## config.mk

```make
export PLATFORM = sky130hd
export DESIGN_NAME = exp_series_engine
export DESIGN_NICKNAME = d
export VERILOG_FILES = /design/src/rtl/exp_series_engine.sv
export SDC_FILE = /design/constraint.sdc
export NUM_CORES = 2
export LEC_CHECK = 0
export ABC_AREA = 1
export CAP_MARGIN = 10
export CORE_ASPECT_RATIO = 0.75
export CORE_MARGIN = 3
export CORE_UTILIZATION = 60
export CTS_BUF_LIST = sky130_fd_sc_hd__clkbuf_2 sky130_fd_sc_hd__clkbuf_4 sky130_fd_sc_hd__clkbuf_8
export CTS_CLUSTER_SIZE = 8
export DETAILED_ROUTE_END_ITERATION = 16
export GPL_TIMING_DRIVEN = 0
export HOLD_SLACK_MARGIN = 0.08
export PLACE_DENSITY = 0.89
export SYNTH_ARGS = -nofsm -noshare
export SYNTH_HDL_FRONTEND = slang
export SYNTH_SLANG_ARGS = --single-unit
```

## constraint.sdc

```tcl
create_clock -name clk -period 8.3 [get_ports clk]
set_input_delay 1.66 -clock clk [delete_from_list [all_inputs] [get_ports clk]]
set_output_delay 1.66 -clock clk [all_outputs]
set_load 0.01 [all_outputs]
```

## src/rtl/exp_series_engine.sv

```systemverilog
// Taylor-series e^x engine for an unsigned fraction x in [0,1). It alternates
// multiply-by-x and divide-by-k steps and stops early once a term truncates to zero.
module exp_series_engine #(
    parameter int X_W    = 16,
    parameter int FRAC_W = 16,
    parameter int INT_W  = 5,
    parameter int TERMS  = 8,
    parameter int TAG_W  = 2
) (
    input  logic                     clk,
    input  logic                     rst,
    input  logic                     wStart,
    input  logic [X_W-1:0]           v,
    input  logic [TAG_W-1:0]         u,
    input  logic                     wrAck,
    output logic                     busy,
    output logic                     wrReq,
    output logic [INT_W+FRAC_W-1:0]  wrData,
    output logic [TAG_W-1:0]         wrTag,
    output logic                     wDone
);

    localparam int SW = INT_W + FRAC_W;
    localparam int RW = FRAC_W + 1;
    localparam int KW = 4;
    localparam logic [SW-1:0] ONE = {{(INT_W-1){1'b0}}, 1'b1, {FRAC_W{1'b0}}};

    typedef enum logic [2:0] {IDLE, MULX, DIVACC, WRITE, DONE} StateT;

    StateT              state, nextState;
    logic [X_W-1:0]     x;
    logic [TAG_W-1:0]   tag;
    logic [SW-1:0]      term, sum, t;
    logic [KW-1:0]      k;

    logic [SW+X_W-1:0]  mulProd;
    logic [SW-1:0]      p;
    logic [SW+RW-1:0]   divProd;
    logic [SW-1:0]      q;
    logic [SW:0]        sumExt;
    logic [SW-1:0]      sumSat;
    logic [RW-1:0]      recip;
    logic               lastTerm;

    // Reciprocal ROM: floor(2^FRAC_W / k), folded to constants at elaboration.
    always_comb begin
        recip = '0;
        case (k)
            4'd1:  recip = RW'((64'd1 << FRAC_W) / 1);
            4'd2:  recip = RW'((64'd1 << FRAC_W) / 2);
            4'd3:  recip = RW'((64'd1 << FRAC_W) / 3);
            4'd4:  recip = RW'((64'd1 << FRAC_W) / 4);
            4'd5:  recip = RW'((64'd1 << FRAC_W) / 5);
            4'd6:  recip = RW'((64'd1 << FRAC_W) / 6);
            4'd7:  recip = RW'((64'd1 << FRAC_W) / 7);
            4'd8:  recip = RW'((64'd1 << FRAC_W) / 8);
            4'd9:  recip = RW'((64'd1 << FRAC_W) / 9);
            4'd10: recip = RW'((64'd1 << FRAC_W) / 10);
            4'd11: recip = RW'((64'd1 << FRAC_W) / 11);
            4'd12: recip = RW'((64'd1 << FRAC_W) / 12);
            4'd13: recip = RW'((64'd1 << FRAC_W) / 13);
            4'd14: recip = RW'((64'd1 << FRAC_W) / 14);
            4'd15: recip = RW'((64'd1 << FRAC_W) / 15);
            default: recip = '0;
        endcase
    end

    always_comb begin
        mulProd  = (SW+X_W)'(term) * (SW+X_W)'(x);
        p        = SW'(mulProd >> X_W);
        divProd  = (SW+RW)'(t) * (SW+RW)'(recip);
        q        = SW'(divProd >> FRAC_W);
        sumExt   = {1'b0, sum} + {1'b0, q};
        sumSat   = sumExt[SW] ? {SW{1'b1}} : sumExt[SW-1:0];
        lastTerm = (k == KW'(TERMS - 1));
    end

    always_ff @(posedge clk or posedge rst) begin
        if (rst) state <= IDLE;
        else     state <= nextState;
    end

    always_comb begin
        nextState = state;
        case (state)
            IDLE:    if (wStart) nextState = MULX;
            MULX:    nextState = (p == '0) ? WRITE : DIVACC;
            DIVACC:  nextState = lastTerm ? WRITE : MULX;
            WRITE:   if (wrAck) nextState = DONE;
            DONE:    nextState = IDLE;
            default: nextState = IDLE;
        endcase
    end

    // Result is gated to zero outside WRITE so nothing partial is ever visible.
    always_comb begin
        busy   = (state != IDLE);
        wrReq  = (state == WRITE);
        wrData = (state == WRITE) ? sum : '0;
        wrTag  = (state == WRITE) ? tag : '0;
        wDone  = (state == DONE);
    end

    always_ff @(posedge clk or posedge rst) begin
        if (rst) begin
            x    <= '0;
            tag  <= '0;
            term <= '0;
            sum  <= '0;
            t    <= '0;
            k    <= '0;
        end else begin
            case (state)
                IDLE: if (wStart) begin
                    x    <= v;
                    tag  <= u;
                    term <= ONE;
                    sum  <= ONE;
                    k    <= KW'(1);
                end
                MULX: if (p != '0) t <= p;
                DIVACC: begin
                    term <= q;
                    sum  <= sumSat;
                    if (!lastTerm) k <= k + KW'(1);
                end
                default: ;
            endcase
        end
    end

endmodule

```

==> summary.md <==
| Metric | Value |
|---|---|
| Clock-pin slew on the worst setup and hold paths | `0.12 ns` |
| Netlist cell types | `46` |
| Full die area | `0.0492 mm^2` |
| Drt wl/cell | `19.3 um` |
| Synth Area in Simple Gates | `20.9%` |
| CP top delay family | `adder cells` |
| CP Data Arrival Time | `8.53 ns` |
| Final Hold Fails | `0` |
| Post-DRT Antenna Nets | `0` |
| Pre-CTS WS | `-1.77 ns` |
| CP Buf/Inv Count | `8` |
| IO Port Bufs | `47` |
| Clock Sink Count | `88` |
| Mapped Nets | `4561` |
| Yosys Warn Count | `0` |
| H-tree Lvls | `3` |
| Largest family of logic cells by synthesized area | `adder cells` |
| Finished Cell Area | `0.0308 mm^2` |
| Tmin final | `8.22 ns` |
| Outcome | `finished clean` |
| Hold path endpoint | `x[5]` |
| Clk buf depth | `2` |
| Routability-driven placement congestion ratio | `1.03` |
| Hold Crit Depth | `2` |
| Layout area overhead | `10.4%` |
| Post-DP HPWL | `69.4 mm` |
| Vias in the first global route | `24800` |
| R2R Setup Slk | `0.08 ns` |
| Hold_buf cts | `0` |
| WS Path Type | `reg2reg` |
| Initial core utilization | `61.7%` |
| Max Freq | `122 MHz` |
| Slack of the critical path | `0.0768 ns` |
| Cell Area, Placed | `0.0291 mm^2` |
| Slew Viols, Final | `0` |
| Worst relative slew slack | `30.8%` |
| Yosys top cell area share | `39.1%` |
| Worst R2R End | `sum[20]` |
| Worst stage delay on the critical path | `0.58 ns` |
| Compound-Gate Fraction of Synth Area | `4.98%` |
| Count leader, synth | `nand2_1` |
| CP Capture Type | `flop` |
| Crit share post-route | `99.1%` |
| Post-synth top cells | `1043 x nand2_1, 983 x inv_1, 545 x fa_1, 270 x nor2_1, 241 x ha_1` |
| Worst hold path type | `reg2reg` |
| Mapped Cells | `3753` |
| Worst-Margin Slew | `1.03 ns` |
| Post-DR vias/cell | `5.70` |
| Netlist Area Pre-Place | `0.0279 mm^2` |
| Core footprint | `0.0453 mm^2` |
| CP required | `8.61 ns` |
| Row count | `67` |
| R2r startpoint | `k[0]` |
| DR pass1 iterations | `12` |
| Synth Area in XOR/XNOR | `0.973%` |
| FF-to-FF path depth | `35` |
| Antenna violations before repair | `1` |
| Asr flop ratio synth | `100%` |
| DIE HEIGHT | `193 um` |
| Synth Flop Type | `dfrtp_1` |
| # DRC | `0` |
| Area share of fa/ha/maj cells after synthesis | `49.9%` |
| Max Cap Violations | `0` |
| TritonCTS buffer count | `9` |
| Peak fanout along the critical path | `10` |
| Max stage delay cell, worst path | `fa_1` |
| Antenna fix cells | `0` |
| Vias | `25400` |
| Mean Syn Cell Area | `7.44 um^2` |
| Pin count of the biggest net entering global routing | `69` |
| Final setup vio count | `0` |
| Most frequent CP cell | `fa_1` |
| Dominant cell type by area after synthesis | `fa_1` |
| Final WL | `86.1 mm` |
| Sequential area share after synthesis | `7.89%` |
| GRT Util Overall | `35.4%` |
| CTS root buffer | `clkbuf_8` |
| Die X | `255 um` |
| Skew-Pair Late Insertion Delay | `0.43 ns` |
| Clock skew | `0.0152 ns` |
| Mux cell area share after synthesis | `0%` |
| # IOs | `48` |
| Top cells by area in the synthesized netlist | `fa_1 39%, nand2_1 14%, inv_1 13%` |
| Setup crit start kind | `flop` |
| DRC marker count from the first detailed-route iteration | `3368` |
| CTS tree | `yes` |
| Hold path startpoint | `x[5]` |
| Post-layout net count | `4676` |
| Grt total ovfl | `0` |
| Flop and latch count out of synthesis | `88` |
| Post-synth EDFFs | `0` |
| First-pass GRT wire length | `133 mm` |
| Layout cells sized above 1 | `7.57%` |
metrics by stage:
step | utilization (%) | hold WS, ns | setup TNS (ns) | instances
after floorplan | - | 0.461 | 0 | 3753
after global placement | 64.3 | 0.505 | -32.04 | 4386
after detailed placement | 64.4 | 0.513 | -32.40 | 4387
after CTS | 65.9 | 0.539 | 0 | 4411
after global routing | 68.1 | 0.591 | -1.81 | 4459
final | 68.1 | 0.544 | 0 | 4459
metal layers:
metal  wire length (um)  GRT usage (%)  vias to the layer above  share of wire, %
li1                   -              -                    11100                 -
met4               3050           8.90                        2               3.5
met3              14200           13.8                      300                17
met1              33400           50.8                    12200                39
met2              35400           50.5                     1814                41
met5                 19              0                        -             0.022
what timing repair did:
item                       in CTS  in global routing
pin swaps                      10                 44
resized for setup             126                168
setup endpoints to repair      21                 21
setup buffers                   9                 49
sequential cells by signal, indices dropped and copies added (netlist names):
name,flops
x,16
k,4
state,3
sum,21
tag,2
t,21
term,21
worst max-delay path by stage:
| stage | to | startpoint | slack, ns | cells past startpoint |
|---|---|---|---|---|
| 2_1_floorplan | sum[16] | k[2] | 0.15 | 41 |
| 3_3_place_gp | sum[17] | k[2] | -1.74 | 40 |
| 3_5_place_dp | sum[17] | k[2] | -1.77 | 40 |
| 4_1_cts | sum[20] | k[1] | 0.0007 | 40 |
| 5_1_grt | sum[18] | k[1] | -0.21 | 40 |
| 6_report | sum[20] | k[0] | 0.08 | 35 |
placed cells by master, fill, tap and decap left out, types with 11 or more instances in the layout:
master,synthesis,routed
nand2_1,1043,1021
inv_1,983,969
fa_1,545,542
nor2_1,270,250
ha_1,241,215
clkbuf_1,121,105
dfrtp_1,88,86
nand3_1,74,72
a21oi_1,97,71
buf_4,1,58
o21ai_0,78,53
clkdlybuf4s50_1,0,47
o21ai_2,9,23
nor3_1,25,22
a21oi_2,2,21
nand2_2,4,19
ha_4,0,17
nor2_2,2,15
buf_6,3,14
nand4_1,14,14
xor2_1,19,13
and2_1,13,12
o21ai_1,2,12
o21bai_1,12,11
worst register-to-register path: cells and delay by family (launching register included):
| family | cells | cell delay (ns) |
|---|---|---|
| fa+ha+maj | 9 | 4.00 |
| compound gates | 10 | 1.38 |
| simple gates | 7 | 1.21 |
| buf+inv | 8 | 0.90 |
| flops | 1 | 0.43 |
| xor+xnor | 1 | 0.18 |
cells by family (layout without fill, tap and decap cells):
group,count (synthesis),in the layout
compound gates,243,243
xor+xnor,31,31
fa+ha+maj,786,786
buf+inv,1133,1253
flops,88,88
simple gates,1472,1472
final cells by class:
| class | instances | area (um^2) |
|---|---|---|
| Buffer | 134 | 641 |
| Clock buffer | 9 | 124 |
| Clock inverter | 7 | 75.1 |
| Fill cell | 3489 | 14400 |
| Inverter | 997 | 3800 |
| Multi-Input combinational cell | 2532 | 22300 |
| Sequential cell | 88 | 2200 |
| Tap cell | 586 | 733 |
| Timing Repair Buffer | 106 | 950 |
Power is not shown: default switching activity piles up to over one toggle a cycle in this logic, so the estimate is an artifact.
